**src/rtl/addsub_pkg.sv**
```systemverilog
// Shared types and constants for the nibble-serial add/subtract sequencer.
package addsub_pkg;

   typedef enum logic [1:0] {IDLE, RUN, DONE} addsub_state_t;

   localparam int unsigned NIBBLES = 4;
   localparam logic [15:0] SAT_POS = 16'h7FFF;
   localparam logic [15:0] SAT_NEG = 16'h8000;

   // Full-adder cell: returns {cout, sum}.
   function automatic logic [1:0] fa(input logic a, input logic b, input logic c);
      return {(a & b) | (c & (a ^ b)), a ^ b ^ c};
   endfunction

endpackage

```
**src/rtl/add_4bit_slice.sv**
```systemverilog
// Combinational 4-bit ripple adder; also exports the carry into bit 3 for overflow.
module add_4bit_slice
   import addsub_pkg::*;
(
   input  logic [3:0] a,
   input  logic [3:0] b,
   input  logic       cin,
   output logic [3:0] s,
   output logic       cout,
   output logic       c3
);

   always_comb begin : p_ripple
      logic       cy;
      logic [1:0] r;
      s  = '0;
      c3 = 1'b0;
      cy = cin;
      r  = '0;
      for (int i = 0; i < 4; i++) begin
         if (i == 3) c3 = cy;
         r    = fa(a[i], b[i], cy);
         s[i] = r[0];
         cy   = r[1];
      end
      cout = cy;
   end

endmodule

```
**src/rtl/addsub_nibble_seq.sv**
```systemverilog
// 16-bit add/subtract done one nibble per cycle on a shared 4-bit slice, with
// optional saturation and registered result/flags behind a start/done handshake.
module addsub_nibble_seq
   import addsub_pkg::*;
(
   input  logic        clk,
   input  logic        rst_n,
   input  logic        start,
   input  logic [15:0] A,
   input  logic [15:0] B,
   input  logic        sub,
   input  logic        sat,
   output logic        busy,
   output logic        done,
   output logic [15:0] Sum,
   output logic        Ovfl,
   output logic        Z,
   output logic        N
);

   addsub_state_t state_q, state_d;

   logic [1:0]  idx_q;
   logic [15:0] a_q, b_q;
   logic        sub_q, sat_q, carry_q;
   logic [11:0] res_q;
   logic [15:0] sum_q;
   logic        ovfl_q, z_q, n_q;

   logic        accept, last;
   logic [3:0]  a_nib, b_nib, s_nib;
   logic        cout, c3;
   logic [15:0] raw_sum, sum_d;
   logic        ovf_raw;

   assign accept = start && (state_q == IDLE || state_q == DONE);
   assign last   = (state_q == RUN) && (idx_q == 2'd3);

   // FSM: state register
   always_ff @(posedge clk) begin
      if (!rst_n) state_q <= IDLE;
      else        state_q <= state_d;
   end

   // FSM: next state
   always_comb begin
      state_d = state_q;
      unique case (state_q)
         IDLE:    if (start) state_d = RUN;
         RUN:     if (idx_q == 2'd3) state_d = DONE;
         DONE:    state_d = start ? RUN : IDLE;
         default: state_d = IDLE;
      endcase
   end

   // FSM: outputs
   always_comb begin
      busy = (state_q == RUN);
      done = (state_q == DONE);
   end

   always_comb begin
      a_nib = 4'h0;
      b_nib = 4'h0;
      unique case (idx_q)
         2'd0: begin a_nib = a_q[3:0];   b_nib = b_q[3:0];   end
         2'd1: begin a_nib = a_q[7:4];   b_nib = b_q[7:4];   end
         2'd2: begin a_nib = a_q[11:8];  b_nib = b_q[11:8];  end
         2'd3: begin a_nib = a_q[15:12]; b_nib = b_q[15:12]; end
         default: ;
      endcase
      b_nib = b_nib ^ {4{sub_q}};
   end

   add_4bit_slice u_slice (
      .a    (a_nib),
      .b    (b_nib),
      .cin  (carry_q),
      .s    (s_nib),
      .cout (cout),
      .c3   (c3)
   );

   // Only meaningful on the last RUN cycle, when the top nibble comes straight off the slice.
   always_comb begin
      raw_sum = {s_nib, res_q};
      ovf_raw = cout ^ c3;
      sum_d   = raw_sum;
      if (sat_q && ovf_raw) sum_d = a_q[15] ? SAT_NEG : SAT_POS;
   end

   always_ff @(posedge clk) begin
      if (!rst_n) begin
         idx_q   <= 2'd0;
         a_q     <= '0;
         b_q     <= '0;
         sub_q   <= 1'b0;
         sat_q   <= 1'b0;
         carry_q <= 1'b0;
         res_q   <= '0;
      end else if (accept) begin
         idx_q   <= 2'd0;
         a_q     <= A;
         b_q     <= B;
         sub_q   <= sub;
         sat_q   <= sat;
         carry_q <= sub;
         res_q   <= '0;
      end else if (state_q == RUN) begin
         idx_q   <= idx_q + 2'd1;
         carry_q <= cout;
         unique case (idx_q)
            2'd0:    res_q[3:0]  <= s_nib;
            2'd1:    res_q[7:4]  <= s_nib;
            2'd2:    res_q[11:8] <= s_nib;
            default: ;
         endcase
      end
   end

   always_ff @(posedge clk) begin
      if (!rst_n) begin
         sum_q  <= '0;
         ovfl_q <= 1'b0;
         z_q    <= 1'b0;
         n_q    <= 1'b0;
      end else if (last) begin
         sum_q  <= sum_d;
         ovfl_q <= ovf_raw;
         z_q    <= (sum_d == 16'h0000);
         n_q    <= sum_d[15];
      end
   end

   assign Sum  = sum_q;
   assign Ovfl = ovfl_q;
   assign Z    = z_q;
   assign N    = n_q;

endmodule

```
**config.mk**
```make
export PLATFORM = sky130hd
export DESIGN_NAME = addsub_nibble_seq
export DESIGN_NICKNAME = d
export VERILOG_FILES = /design/src/rtl/addsub_pkg.sv /design/src/rtl/add_4bit_slice.sv /design/src/rtl/addsub_nibble_seq.sv
export SDC_FILE = /design/constraint.sdc
export NUM_CORES = 1
export LEC_CHECK = 0
export ABC_CLOCK_PERIOD_IN_PS = 6000
export CORE_UTILIZATION = 55
export CTS_CLUSTER_SIZE = 40
export DETAILED_ROUTE_END_ITERATION = 10
export PLACE_DENSITY = 0.85
export RECOVER_POWER = 25
export SLEW_MARGIN = 20
export SYNTH_ARGS = -nofsm -noshare
export SYNTH_HDL_FRONTEND = slang
export SYNTH_HIERARCHICAL = 1
export SYNTH_SLANG_ARGS = --single-unit
```
**constraint.sdc**
```tcl
create_clock -name clk -period 6 [get_ports clk]
set_input_delay 0.9 -clock clk [delete_from_list [all_inputs] [get_ports clk]]
set_output_delay 0.9 -clock clk [all_outputs]
set_load 0.005 [all_outputs]
```
==> results by group <==
Outcome
  • Status: complete, no violations

Floorplan
  • Row cnt: 26
  • I/O pins: 58
  • Die width: 75.4 microns
  • Area of the core: between 5000 and 6000 sq um
  • Chip Height: between 70 and 80 microns
  • Die ar.: approximately 5700 sq um
  • Starting Density: ~58%

Drt
  • DRC: 0
  • WL/cell: about 14 microns
  • Vias per inst: 5.34
  • DRT Pass-1 Iters: 6
  • Antenna-violating nets left: 0
  • Total wire length: between 6000 and 7000 microns
  • Starting DRT DRC Count: roughly 150
  • DR vias: about 2600

STA
  • Final Setup Violations: 0
  • RSZ-0062 raised after global routing: false
  • Rel. slew slack: 1.59%
  • Total negative slack: 0 ps
  • Fmax: ~0.24 GHz
  • WHS: 456 ps
  • Clock Skew: ~8.6 ps
  • Crit path time final: 4250 ps
  • Crit share post-route: between 70% and 80%
  • Final Hold Fails: 0
  • Max Slew Vio Count: 0
  • Slew at the pin closest to its max-slew limit: between 1000 and 1500 ps

Logic synthesis
  • Flip-flop and latch count after synthesis: 69
  • Post-synthesis sequential area ratio: 46.7%
  • Synth unique cells: 31
  • Post-synth top flop: dfxtp_1
  • Largest area contributor in the netlist: dfxtp_1
  • Synth Warn #: 6
  • Area share of the largest cell type after synthesis: about 47%
  • Post-synth EDFFs: 0
  • Synth top area cells: dfxtp_1, nand2_1, a21oi_1, a21boi_0, o21ai_0
  • Synthesized area per cell: 8.11 sq um
  • Syn_nets: 410
  • Post-Syn Instances: 365
  • Ys async rst share: 0%
  • Synthesized area: around 3000 sq um

Setup path
  • CP Capture Type: flop
  • CP required: approximately 6300 ps
  • CP Launch Type: flop
  • FF-to-FF End: Z
  • CP Data Arrival Time: 4540 ps
  • R2R cell count: 18
  • WS Path Type: flop to flop
  • RR Startpoint: idx_q[0]
  • Crit path max fanout: 16
  • Setup slack, reg-to-reg: roughly 1700 ps

GRT
  • Tot GR Track Use: roughly a quarter
  • Initial antenna violation count: 0
  • Vias in the first global route: 2470
  • First-pass GRT wire length: roughly 11000 microns
  • Largest net degree at the start of global routing: 43
  • Grt ovf: 0

Placed design
  • Placed wire-length estimate: approximately 4600 microns
  • GPL Wtd Cong: between 0.8 and 0.9
  • Port buffer count: 57

Power
  • Max rail drop VDD: about 170 uV
  • Leak: 1.45 nW
  • Pwr Density: 276 nW/um^2

Cells and area
  • Area grow syn2layout: 26.3%
  • Commonest non-fill, non-tap cell in the layout: nand2_1
  • Layout net count: about 450
  • Core Util, Final: between 70% and 80%
  • Ant diodes: 0
  • Fraction of layout cells with a size suffix above 1: 4.59%
  • Most frequent cells in the layout: nand2_1, dfxtp_1, clkdlybuf4s50_1

Min path
  • HP Class: flop to flop
  • Hold Path Sink: Sum[6]
  • Hold path start: Sum[6]
  • Hold path cells: 2

Clock network
  • Root Buffer: clkbuf_8
  • Cts repair resizes: 0
  • Clk slew on worst S/H paths: roughly 70 ps
  • Worst-case clock buffer depth: 2
  • Hold buffers post-CTS: 0
  • # Post-CTS Setup Buffers: 0
  • Worst-skew pair later-pin latency: around 350 ps
  • TritonCTS clock tree: yes
  • H-Tree Depth: 3
  • Clock sinks: 69
  • Num CTS Buffers: 9

Run
  • Total of max-cap violations: 0
## routing by layer
metal	track usage, %	routed length, microns	up-vias
li1	-	-	1310
met1	30.7	2750	1160
met2	43.6	3200	94
met3	6.75	372	21
met4	14.8	226	0
met5	0	0	-
## stage by stage
| step | total power [W] | area, sq um | instances | setup WS (ps) |
|---|---|---|---|---|
| finish | 0.00103 | 3740 | 484 | 1750 |
| detailed placement | 0.000653 | 3530 | 468 | 1880 |
| global route | 0.00108 | 3740 | 484 | 1260 |
| floorplan | 0.000599 | 2960 | 365 | 2160 |
| global placement | 0.000647 | 3530 | 468 | 2040 |
| CTS | 0.00104 | 3740 | 484 | 1780 |
## sequential cells by signal, summed over array words and instances, names as in the netlist
signal,flops
Sum,16
a_q,16
b_q,16
res_q,12
idx_q,2
state_q,2
Ovfl,1
Z,1
carry_q,1
sat_q,1
sub_q,1
## critical path, stage by stage, from the launching register on
cell and delay (ps):
dfxtp_1 400, inv_1 90, ha_1 270, inv_1 340, nor2_1 70, a21oi_1 170
xor2_1 180, inv_1 80, fa_1 380, inv_1 80, fa_1 170, inv_1 50
fa_1 350, inv_1 140, fa_1 510, nor4_1 200, nand2_1 70, or4_1 480
a21boi_1 160
## worst max path at each step
| stage | start | to | slack (ps) | cells past startpoint |
|---|---|---|---|---|
| after floorplan | idx_q[1] | Z | 2160 | 18 |
| after global placement | idx_q[0] | Z | 2040 | 18 |
| after detailed placement | idx_q[0] | Z | 1880 | 18 |
| after CTS | idx_q[0] | Z | 1780 | 18 |
| after global routing | idx_q[0] | Z | 1260 | 18 |
| final | idx_q[0] | Z | 1750 | 18 |
## cell usage after synthesis (all sizes together), types with 2 or more instances
library cell   n
nor2          14
inv           16
a31oi          2
dfxtp         69
nand2b         2
nand2         89
a21oi         36
fa             4
o21ai         29
a222oi         8
nor2b          2
clkbuf        18
mux2i          6
ha             4
nand3         20
xnor2          3
and2           2
a21boi        21
nor4           3
xor2           4
buf            8
## kinds of logic (layout without fill, tap and decap cells)
family,count (synthesis),in the layout,synth area share (%)
fa+ha+maj,8,8,4.40
flops,69,69,46.7
mux,6,6,2.03
xor+xnor,7,7,2.07
simple gates,136,136,19.4
compound gates,97,97,19.8
buf+inv,42,91,5.66
## layout make-up
cell class	count	area, sq um
tap	70	87.6
fill	439	1400
multi-input combinational	254	1420
clock inverter	4	45.0
sequential	69	1380
inverter	16	60.1
clock buffer	12	165
timing repair buffer	59	582
## power by group
part / internal (W) / switching (W)
registers: 0.000476 / 0.0000133
logic: 0.0000664 / 0.0000892
clock network: 0.000224 / 0.000165
Power figures use the tool's default switching activity.
